`src/rtl/button_event_decoder.sv`:
```
// -----------------------------------------------------------------------------
// button_event_decoder
//
// Purpose:
//   Turns an already-debounced, clk-synchronous button level into single-cycle
//   gesture events: press/release edges, short press, long press and double
//   press. It sits right after the button debouncer and feeds control logic
//   that wants events rather than levels. Every output is registered.
//
// Parameters:
//   LONG_CYCLES  cycles the first press must be held before long_press (>=2)
//   DOUBLE_GAP   max cycles released between presses to count as double (>=2)
//   CNT_W        timer width, 2**CNT_W > max(LONG_CYCLES, DOUBLE_GAP)
//
// Ports:
//   clk              in   1  system clock, everything on posedge
//   rst              in   1  asynchronous, active-high reset
//   btn_i            in   1  debounced button level, 1 = pressed
//   press_pulse_o    out  1  one-cycle pulse after a 0->1 edge of btn_i
//   release_pulse_o  out  1  one-cycle pulse after a 1->0 edge of btn_i
//   short_press_o    out  1  one-cycle pulse: press+release, no second press
//                            within the gap
//   long_press_o     out  1  one-cycle pulse: first press held LONG_CYCLES
//   double_press_o   out  1  one-cycle pulse: second press began within the gap
//   busy_o           out  1  high whenever the gesture FSM is not idle
//   event_count_o    out  8  running count of short+long+double, wraps
// -----------------------------------------------------------------------------
module button_event_decoder #(
    parameter int LONG_CYCLES = 50,
    parameter int DOUBLE_GAP  = 25,
    parameter int CNT_W       = 16
) (
    input  logic       clk,
    input  logic       rst,
    input  logic       btn_i,
    output logic       press_pulse_o,
    output logic       release_pulse_o,
    output logic       short_press_o,
    output logic       long_press_o,
    output logic       double_press_o,
    output logic       busy_o,
    output logic [7:0] event_count_o
);

    typedef enum logic [2:0] {
        S_IDLE      = 3'd0,
        S_PRESS1    = 3'd1,
        S_WAIT2     = 3'd2,
        S_PRESS2    = 3'd3,
        S_LONG_HOLD = 3'd4
    } state_t;

    // Terminal timer values: the timer counts 0..N-1 inside a state, so the
    // decision is taken on the edge where it already holds N-1.
    localparam logic [CNT_W-1:0] LONG_LAST   = CNT_W'(LONG_CYCLES - 1);
    localparam logic [CNT_W-1:0] DOUBLE_LAST = CNT_W'(DOUBLE_GAP - 1);

    // ------------------------------------------------------------------
    // State and registered outputs
    // ------------------------------------------------------------------
    state_t           state_q, state_d;
    logic [CNT_W-1:0] timer_q, timer_d;
    logic             btn_q;
    logic             rel_arm_q, rel_arm_d;
    logic             press_q, release_q;
    logic             short_q, short_d;
    logic             long_q, long_d;
    logic             double_q, double_d;
    logic             busy_q, busy_d;
    logic [7:0]       count_q, count_d;

    logic rise;
    logic fall;

    // btn_q resets to 1 so that a button held through reset cannot look like
    // a fresh press; only a genuine 0->1 after reset is a rise.
    assign rise = btn_i & ~btn_q;
    assign fall = ~btn_i & btn_q;

    // The forced btn_q=1 after reset would make the first low sample look
    // like a release. rel_arm_q stays clear until the button has been seen
    // low once, which swallows exactly that artificial edge.
    assign rel_arm_d = rel_arm_q | ~btn_i;

    // ------------------------------------------------------------------
    // Process 1: state register (plus all other registered outputs)
    // ------------------------------------------------------------------
    always_ff @(posedge clk or posedge rst) begin
        if (rst) begin
            state_q   <= S_IDLE;
            timer_q   <= '0;
            btn_q     <= 1'b1;
            rel_arm_q <= 1'b0;
            press_q   <= 1'b0;
            release_q <= 1'b0;
            short_q   <= 1'b0;
            long_q    <= 1'b0;
            double_q  <= 1'b0;
            busy_q    <= 1'b0;
            count_q   <= 8'd0;
        end else begin
            state_q   <= state_d;
            timer_q   <= timer_d;
            btn_q     <= btn_i;
            rel_arm_q <= rel_arm_d;
            press_q   <= rise;
            release_q <= fall & rel_arm_q;
            short_q   <= short_d;
            long_q    <= long_d;
            double_q  <= double_d;
            busy_q    <= busy_d;
            count_q   <= count_d;
        end
    end

    // ------------------------------------------------------------------
    // Process 2: next-state and timer. The timer is cleared on every state
    // entry; it only advances while a state is waiting for its deadline.
    // ------------------------------------------------------------------
    always_comb begin
        state_d = state_q;
        timer_d = timer_q;
        case (state_q)
            S_IDLE: begin
                if (rise) begin
                    state_d = S_PRESS1;
                    timer_d = '0;
                end
            end
            S_PRESS1: begin
                // A release on the deadline edge still counts as a release.
                if (!btn_i) begin
                    state_d = S_WAIT2;
                    timer_d = '0;
                end else if (timer_q == LONG_LAST) begin
                    state_d = S_LONG_HOLD;
                    timer_d = '0;
                end else begin
                    timer_d = timer_q + CNT_W'(1);
                end
            end
            S_WAIT2: begin
                // A second press on the deadline edge still makes a double.
                if (btn_i) begin
                    state_d = S_PRESS2;
                    timer_d = '0;
                end else if (timer_q == DOUBLE_LAST) begin
                    state_d = S_IDLE;
                    timer_d = '0;
                end else begin
                    timer_d = timer_q + CNT_W'(1);
                end
            end
            S_PRESS2, S_LONG_HOLD: begin
                // Nothing more is reported until the button is let go.
                if (!btn_i) begin
                    state_d = S_IDLE;
                    timer_d = '0;
                end
            end
            default: begin
                state_d = S_IDLE;
                timer_d = '0;
            end
        endcase
    end

    // ------------------------------------------------------------------
    // Process 3: event outputs. The three gesture conditions are mutually
    // exclusive because they depend on distinct states / btn values.
    // ------------------------------------------------------------------
    always_comb begin
        short_d  = 1'b0;
        long_d   = 1'b0;
        double_d = 1'b0;
        case (state_q)
            S_PRESS1: long_d   = btn_i && (timer_q == LONG_LAST);
            S_WAIT2: begin
                double_d = btn_i;
                short_d  = !btn_i && (timer_q == DOUBLE_LAST);
            end
            default: ;
        endcase

        // busy follows the state being entered, so it rises together with
        // the departure from idle rather than one cycle later.
        busy_d  = (state_d != S_IDLE);
        count_d = (short_d | long_d | double_d) ? count_q + 8'd1 : count_q;
    end

    assign press_pulse_o   = press_q;
    assign release_pulse_o = release_q;
    assign short_press_o   = short_q;
    assign long_press_o    = long_q;
    assign double_press_o  = double_q;
    assign busy_o          = busy_q;
    assign event_count_o   = count_q;

endmodule

```
`config.mk`:
```
export PLATFORM = sky130hd
export DESIGN_NAME = button_event_decoder
export DESIGN_NICKNAME = d
export VERILOG_FILES = /design/src/rtl/button_event_decoder.sv
export SDC_FILE = /design/constraint.sdc
export NUM_CORES = 1
export LEC_CHECK = 0
export ABC_AREA = 0
export CAP_MARGIN = 20
export CORE_MARGIN = 5
export CORE_UTILIZATION = 35
export DETAILED_ROUTE_END_ITERATION = 8
export SLEW_MARGIN = 25
export SYNTH_ARGS = -nofsm -noshare
export SYNTH_HDL_FRONTEND = slang
export SYNTH_SLANG_ARGS = --single-unit
```
`constraint.sdc`:
```
create_clock -name clk -period 2.4 [get_ports clk]
set_input_delay 0.36 -clock clk [delete_from_list [all_inputs] [get_ports clk]]
set_output_delay 0.36 -clock clk [all_outputs]
set_load 0.03 [all_outputs]
```
==> Word level (Yosys, flattened, before mapping) <==
Index checks and enable logic that the tools add are counted.
Widths: inputs -> output; s select.
{ "totals": {"output_inout_bits": 14, "elab_cells": 53, "input_bits": 3, "regBits": 35} }
{ "op_classes": {"mux": 17, "n_reduce_logical": 7, "n_addsub": 2, "n_eq_ne": 8, "n_bitwise": 8} }
{ "op_table": {"columns": ["operator", "n"], "rows": [
  ["$mux 16", 6],
  ["$pmux 16 s4", 1],
  ["$mux 3", 6],
  ["$add 16x1->16 const B", 1],
  ["$eq 16x5->1 const B", 1],
  ["$eq 16x6->1 const B", 1],
  ["$pmux 3 s4", 1],
  ["$add 8x1->8 const B", 1],
  ["$eq 3x2->1 const B", 2],
  ["$ne 2x2->1 const B", 2],
  ["$and 1x1->1", 3],
  ["$eq 3x1->1 const B", 1],
  ["$eq 3x3->1 const B", 1],
  ["$logic_not 3->1", 1],
  ["$mux 1", 3],
  ["$or 1x1->1", 3],
  ["$reduce_bool 3->1", 1],
  ["$logic_and 1x1->1", 2],
  ["$not 1->1", 2],
  ["$reduce_and 2->1", 1],
  ["$reduce_or 2->1", 1],
  ["$logic_not 1->1", 1]
]} }

==> Depth between registers and ports, before layout <==
{ "depth": {"ltp_word": 5, "ltp_mapped": 8} }

==> Least setup slack after synthesis <==
Ideal clock, no wire load.
{ "synth_timing": {"kind": "flip-flop to flip-flop", "from": "register timer_q[12]", "to": "register count_q[7], in the netlist event_count_o[7]", "setup_time_ps": 80, "path_stages_with_launch": 6, "arrival_ps": 2380, "path_slack_ps": -60, "path_buffers": 0, "synth_period_minus_slack_ps": 2460, "path_cell_list": "dfrtp_1 > or4_4 > or4_4 > a211o_4 > a2111oi_4 > xor2_1"} }
{ "synth_between": {"elab_chain_len": 5} }
{ "synth_rtl": {"columns": ["element", "line_no", "rtl"], "rows": [
  ["start, declared", "62", "logic [CNT_W-1:0] timer_q, timer_d;"],
  ["start signal, assigned", "103", "timer_q <= timer_d;"],
  ["$eq 16x5->1 or $eq 16x6->1 (tied branches)", "180, 177", null],
  ["$logic_and 1x1->1, on equally long branches", "180, 177", null],
  ["$mux 1", "176", "case (state_q)"],
  ["$or 1x1->1 * (2 in a row)", "188", "count_d = (short_d | long_d | double_d) ? count_q + 8'd1 : count_q;"],
  ["end signal, assigned", "112", "count_q <= count_d;"],
  ["end, declared", "70", "logic [7:0] count_q, count_d;"]
]} }
Every way passes the cells marked *; elsewhere a longest branch is shown, timed or not.
A chain may end at the register's enable or synchronous reset.

==> Worst setup path after layout <==
{ "layout_timing": {"from": "register timer_q[15]", "to": "register count_q[7], in the netlist event_count_o[7]"} }
Same word-level chain as after synthesis.

==> results.txt <==
The flow ran to the end, but the final reports show violations. The checks that failed: negative setup slack. For the gate count after technology mapping, the log shows 194. Across the routed clock network, the largest skew measured is 0.00888 ns. The most used standard cell by instance count after synthesis was sky130_fd_sc_hd__dfrtp_1. By startpoint and endpoint, the worst setup path is classified as reg -> reg. Ranked by instance count, the synthesized netlist is headed by sky130_fd_sc_hd__dfrtp_1, sky130_fd_sc_hd__nand3_1, sky130_fd_sc_hd__nor2_1, sky130_fd_sc_hd__nor3_1. In this run the worst path has a maximum fanout of 7. The worst setup path is captured at a register.

The area share of the largest cell type after synthesis is 44.7%. The number of nets in the layout came out at 240. The worst path needs 2.42 ns of the cycle, external delays included. The number of buffers added on ports was 16; the placed wire-length estimate was 3000 um.

Summed over all layers, the global routing overflow is 0. For the post-placement worst setup slack, the log shows -0.0164 ns. The class of the tightest hold or removal check was in -> async. After the first detailed-routing iteration, the DRC count stood at 156. The number of synthesized register bits was 35. For this run, design rule violations remaining after detail routing come to 0. The tree is rooted in a sky130_fd_sc_hd__clkbuf_8. The tools report the number of failing hold endpoints at the final stage as 0. For this run, the total global-route usage over all layers was measured as 12.3%. The congestion estimate from routability-driven global placement came to 0.807. The areal power density over the cells came out at 874 nW/um^2. The arrival time at the worst endpoint was 2.63 ns. Number of buffers created by CTS: 5. 0 antenna diodes ended up in the layout. The floorplan step defined a die boundary enclosing 7020 sq um.

In the synthesized netlist the async set-or-reset flop fraction comes to 100%. The primary flip-flop cell chosen by synthesis mapping is sky130_fd_sc_hd__dfrtp_1. Summed over all layers, the routed wires come to 4100 um. The worst pin sits at a relative slew slack of 42.2%. Counting every net in the synthesized netlist gives 201. The origin of the critical flop-to-flop path was timer_q[15]. The number of global-route vias before repair came out at 1454.

The count of final max-slew check failures came out at 0. For the total vias in the final route, the log shows 1604. The depth of the most critical reg-to-reg path was 5; the static leakage power was 0.00105 uW. On the final layout, the worst hold slack is 0.456 ns. The setup violation total in the final timing report was 1. Based on the critical path, the design can be clocked at up to 414 MHz. Clock tree synthesis found a total of 35 sinks. Dividing the detail-routed via count by the number of cells gives 5.28.

Required time at the endpoint of the critical path: 2.61 ns. The setup slack of the most critical reg-to-reg path was -0.02 ns. TritonCTS built the clock tree. The mean instance size in the synthesized netlist is 9.82 sq um. The run gives 0 as the initial antenna violation count. The capture instance of the worst register-to-register path is event_count_o[7].

Of the available clock period, the critical path in the final layout requires 101%. The global-route wire length before repair was 6980 um. Counting flops with a built-in enable in the synthesized netlist gives 0. The worst setup path is launched from a register. Across the VDD grid, the largest voltage drop is 0.000458 V.

Once detail routing completed, the nets flagged for antenna violations numbered 0. After detailed routing, the average wire length per cell comes to 13.5 um. After clock tree synthesis, the clock-pin slew on the worst setup and hold paths is 0.07 ns. The number of distinct library cell variants in the gate-level netlist after synthesis was 41; the horizontal extent of the die was 83.8 um. The logs give 5200 sq um for the area of the core and 36.6% for the initial core utilization.

The share of the yosys chip area belonging to registers was 46.1%; the count of maximum capacitance violations was 0. The later pin in the worst-skew pair is clocked with a latency of 0.29 ns. The number of hold buffers added after CTS was 0.

The die height works out to 83.8 um. The number of top-level pins was 17; the slew at the pin with the worst max-slew slack was 0.864 ns. The synthesized netlist occupies a cell area of 1900 sq um.

The area growth from synthesis to layout came out at 28.2%. The final worst-path setup slack is -0.0173 ns. Setup repair after global routing could not meet its margin everywhere.

The total iterations of the first detailed-routing run is 4. The post-route netlist has 17.1% of its cells at a drive strength greater than 1. The fill cell instance count of the final layout is 486, and the clock tree buffer depth is 2. Sorting the synthesized cells by area gives the leading types as sky130_fd_sc_hd__dfrtp_1, sky130_fd_sc_hd__nand3_1, sky130_fd_sc_hd__a22o_1, sky130_fd_sc_hd__nor3_1, sky130_fd_sc_hd__xor2_1. Yosys printed 0 warnings.

The largest net degree at the start of global routing was 36; the number of standard-cell rows in the floorplan was 26. The H-tree generated during clock tree synthesis spans 2 levels. The library cell occupying the most area in the post-synthesis netlist was sky130_fd_sc_hd__dfrtp_1.
==> stage by stage <==
step / area (sq um) / std cells / util [%] / setup TNS [ns] / total power [uW]
3_5_place_dp: 2310 / 296 / 44.3 / -0.0239 / 1530
5_1_grt: 2440 / 304 / 46.9 / -0.208 / 2260
3_3_place_gp: 2310 / 296 / 44.3 / 0 / 1520
6_report: 2440 / 304 / 46.9 / -0.0173 / 2130
2_1_floorplan: 1910 / 194 / - / 0 / 1240
4_1_cts: 2440 / 304 / 46.9 / -0.0464 / 2160
==> state kept, by name, indices dropped and copies added, names as in the netlist <==
| name | cells |
|---|---|
| release_pulse_o | 1 |
| long_press_o | 1 |
| double_press_o | 1 |
| short_press_o | 1 |
| rel_arm_q | 1 |
| timer_q | 16 |
| press_pulse_o | 1 |
| state_q | 3 |
| busy_o | 1 |
| btn_q | 1 |
| event_count_o | 8 |
==> power by group <==
group / leakage [uW] / internal (uW) / switching (uW)
registers: 0.000443 / 687 / 107
logic: 0.000540 / 305 / 411
clock network: 0.0000654 / 415 / 209
==> critical path: stages (launching register included) <==
cell                        delay [ns]
sky130_fd_sc_hd__dfrtp_1          0.38
sky130_fd_sc_hd__or4_4            0.56
sky130_fd_sc_hd__or4_4            0.54
sky130_fd_sc_hd__a211o_4          0.38
sky130_fd_sc_hd__a2111oi_4        0.31
sky130_fd_sc_hd__xor2_1           0.17
==> worst max-delay path by stage <==
stage / from / to
CTS: timer_q[13] / event_count_o[7]
floorplan: timer_q[15] / event_count_o[1]
global placement: timer_q[15] / event_count_o[1]
detailed placement: timer_q[13] / event_count_o[7]
global route: timer_q[13] / event_count_o[7]
finish: timer_q[15] / event_count_o[7]
==> kinds of logic (layout without fill, tap and decap cells) <==
family	Yosys count	count (layout)	synth area share, %
xor gates and xnor gates	9	9	4.14
AOI/OAI and AO/OA	40	40	17.2
and+or+nand+nor	88	88	25.6
adders and majority gates	4	4	2.63
DFF	35	35	46.1
buffers and inverters	16	56	3.15
muxes	2	2	1.18
==> cells in the final DEF (no fill, tap or decap), types with 8 or more instances in the layout <==
cell type,n
sky130_fd_sc_hd__a22o_1,8
sky130_fd_sc_hd__a21oi_1,9
sky130_fd_sc_hd__nor2_1,12
sky130_fd_sc_hd__inv_1,8
sky130_fd_sc_hd__dfrtp_1,34
sky130_fd_sc_hd__buf_4,24
sky130_fd_sc_hd__nand2_1,8
sky130_fd_sc_hd__nor3_1,11
sky130_fd_sc_hd__clkdlybuf4s50_1,16
sky130_fd_sc_hd__nor4_1,8
sky130_fd_sc_hd__nand3_1,17
==> layout make-up <==
cell class | count | area, sq um | share of cell area [%]
tap | 70 | 87.6 | 3.59
timing repair buffer | 40 | 340 | 13.9
clock buffer | 6 | 72.6 | 2.97
multi-input combinational | 143 | 973 | 39.9
clock inverter | 2 | 60.1 | 2.46
inverter | 8 | 30.0 | 1.23
sequential | 35 | 877 | 35.9
==> metal layers <==
layer | up-vias | part of all wire [%] | GRT usage, %
li1 | 803 | - | -
met3 | 5 | 4.0 | 2.67
met4 | 0 | 1.5 | 4.82
met5 | - | 0 | 0
met1 | 762 | 50 | 17.3
met2 | 34 | 45 | 18.4
==> timing repair <==
item | 4_1_cts | 5_1_grt
pin swaps | 0 | 1
endpoints found under the setup margin | 2 | 5
buffers inserted | 0 | 0
gates cloned | 0 | 0
gates resized for setup | 0 | 1
Power figures use the tool's default switching activity.
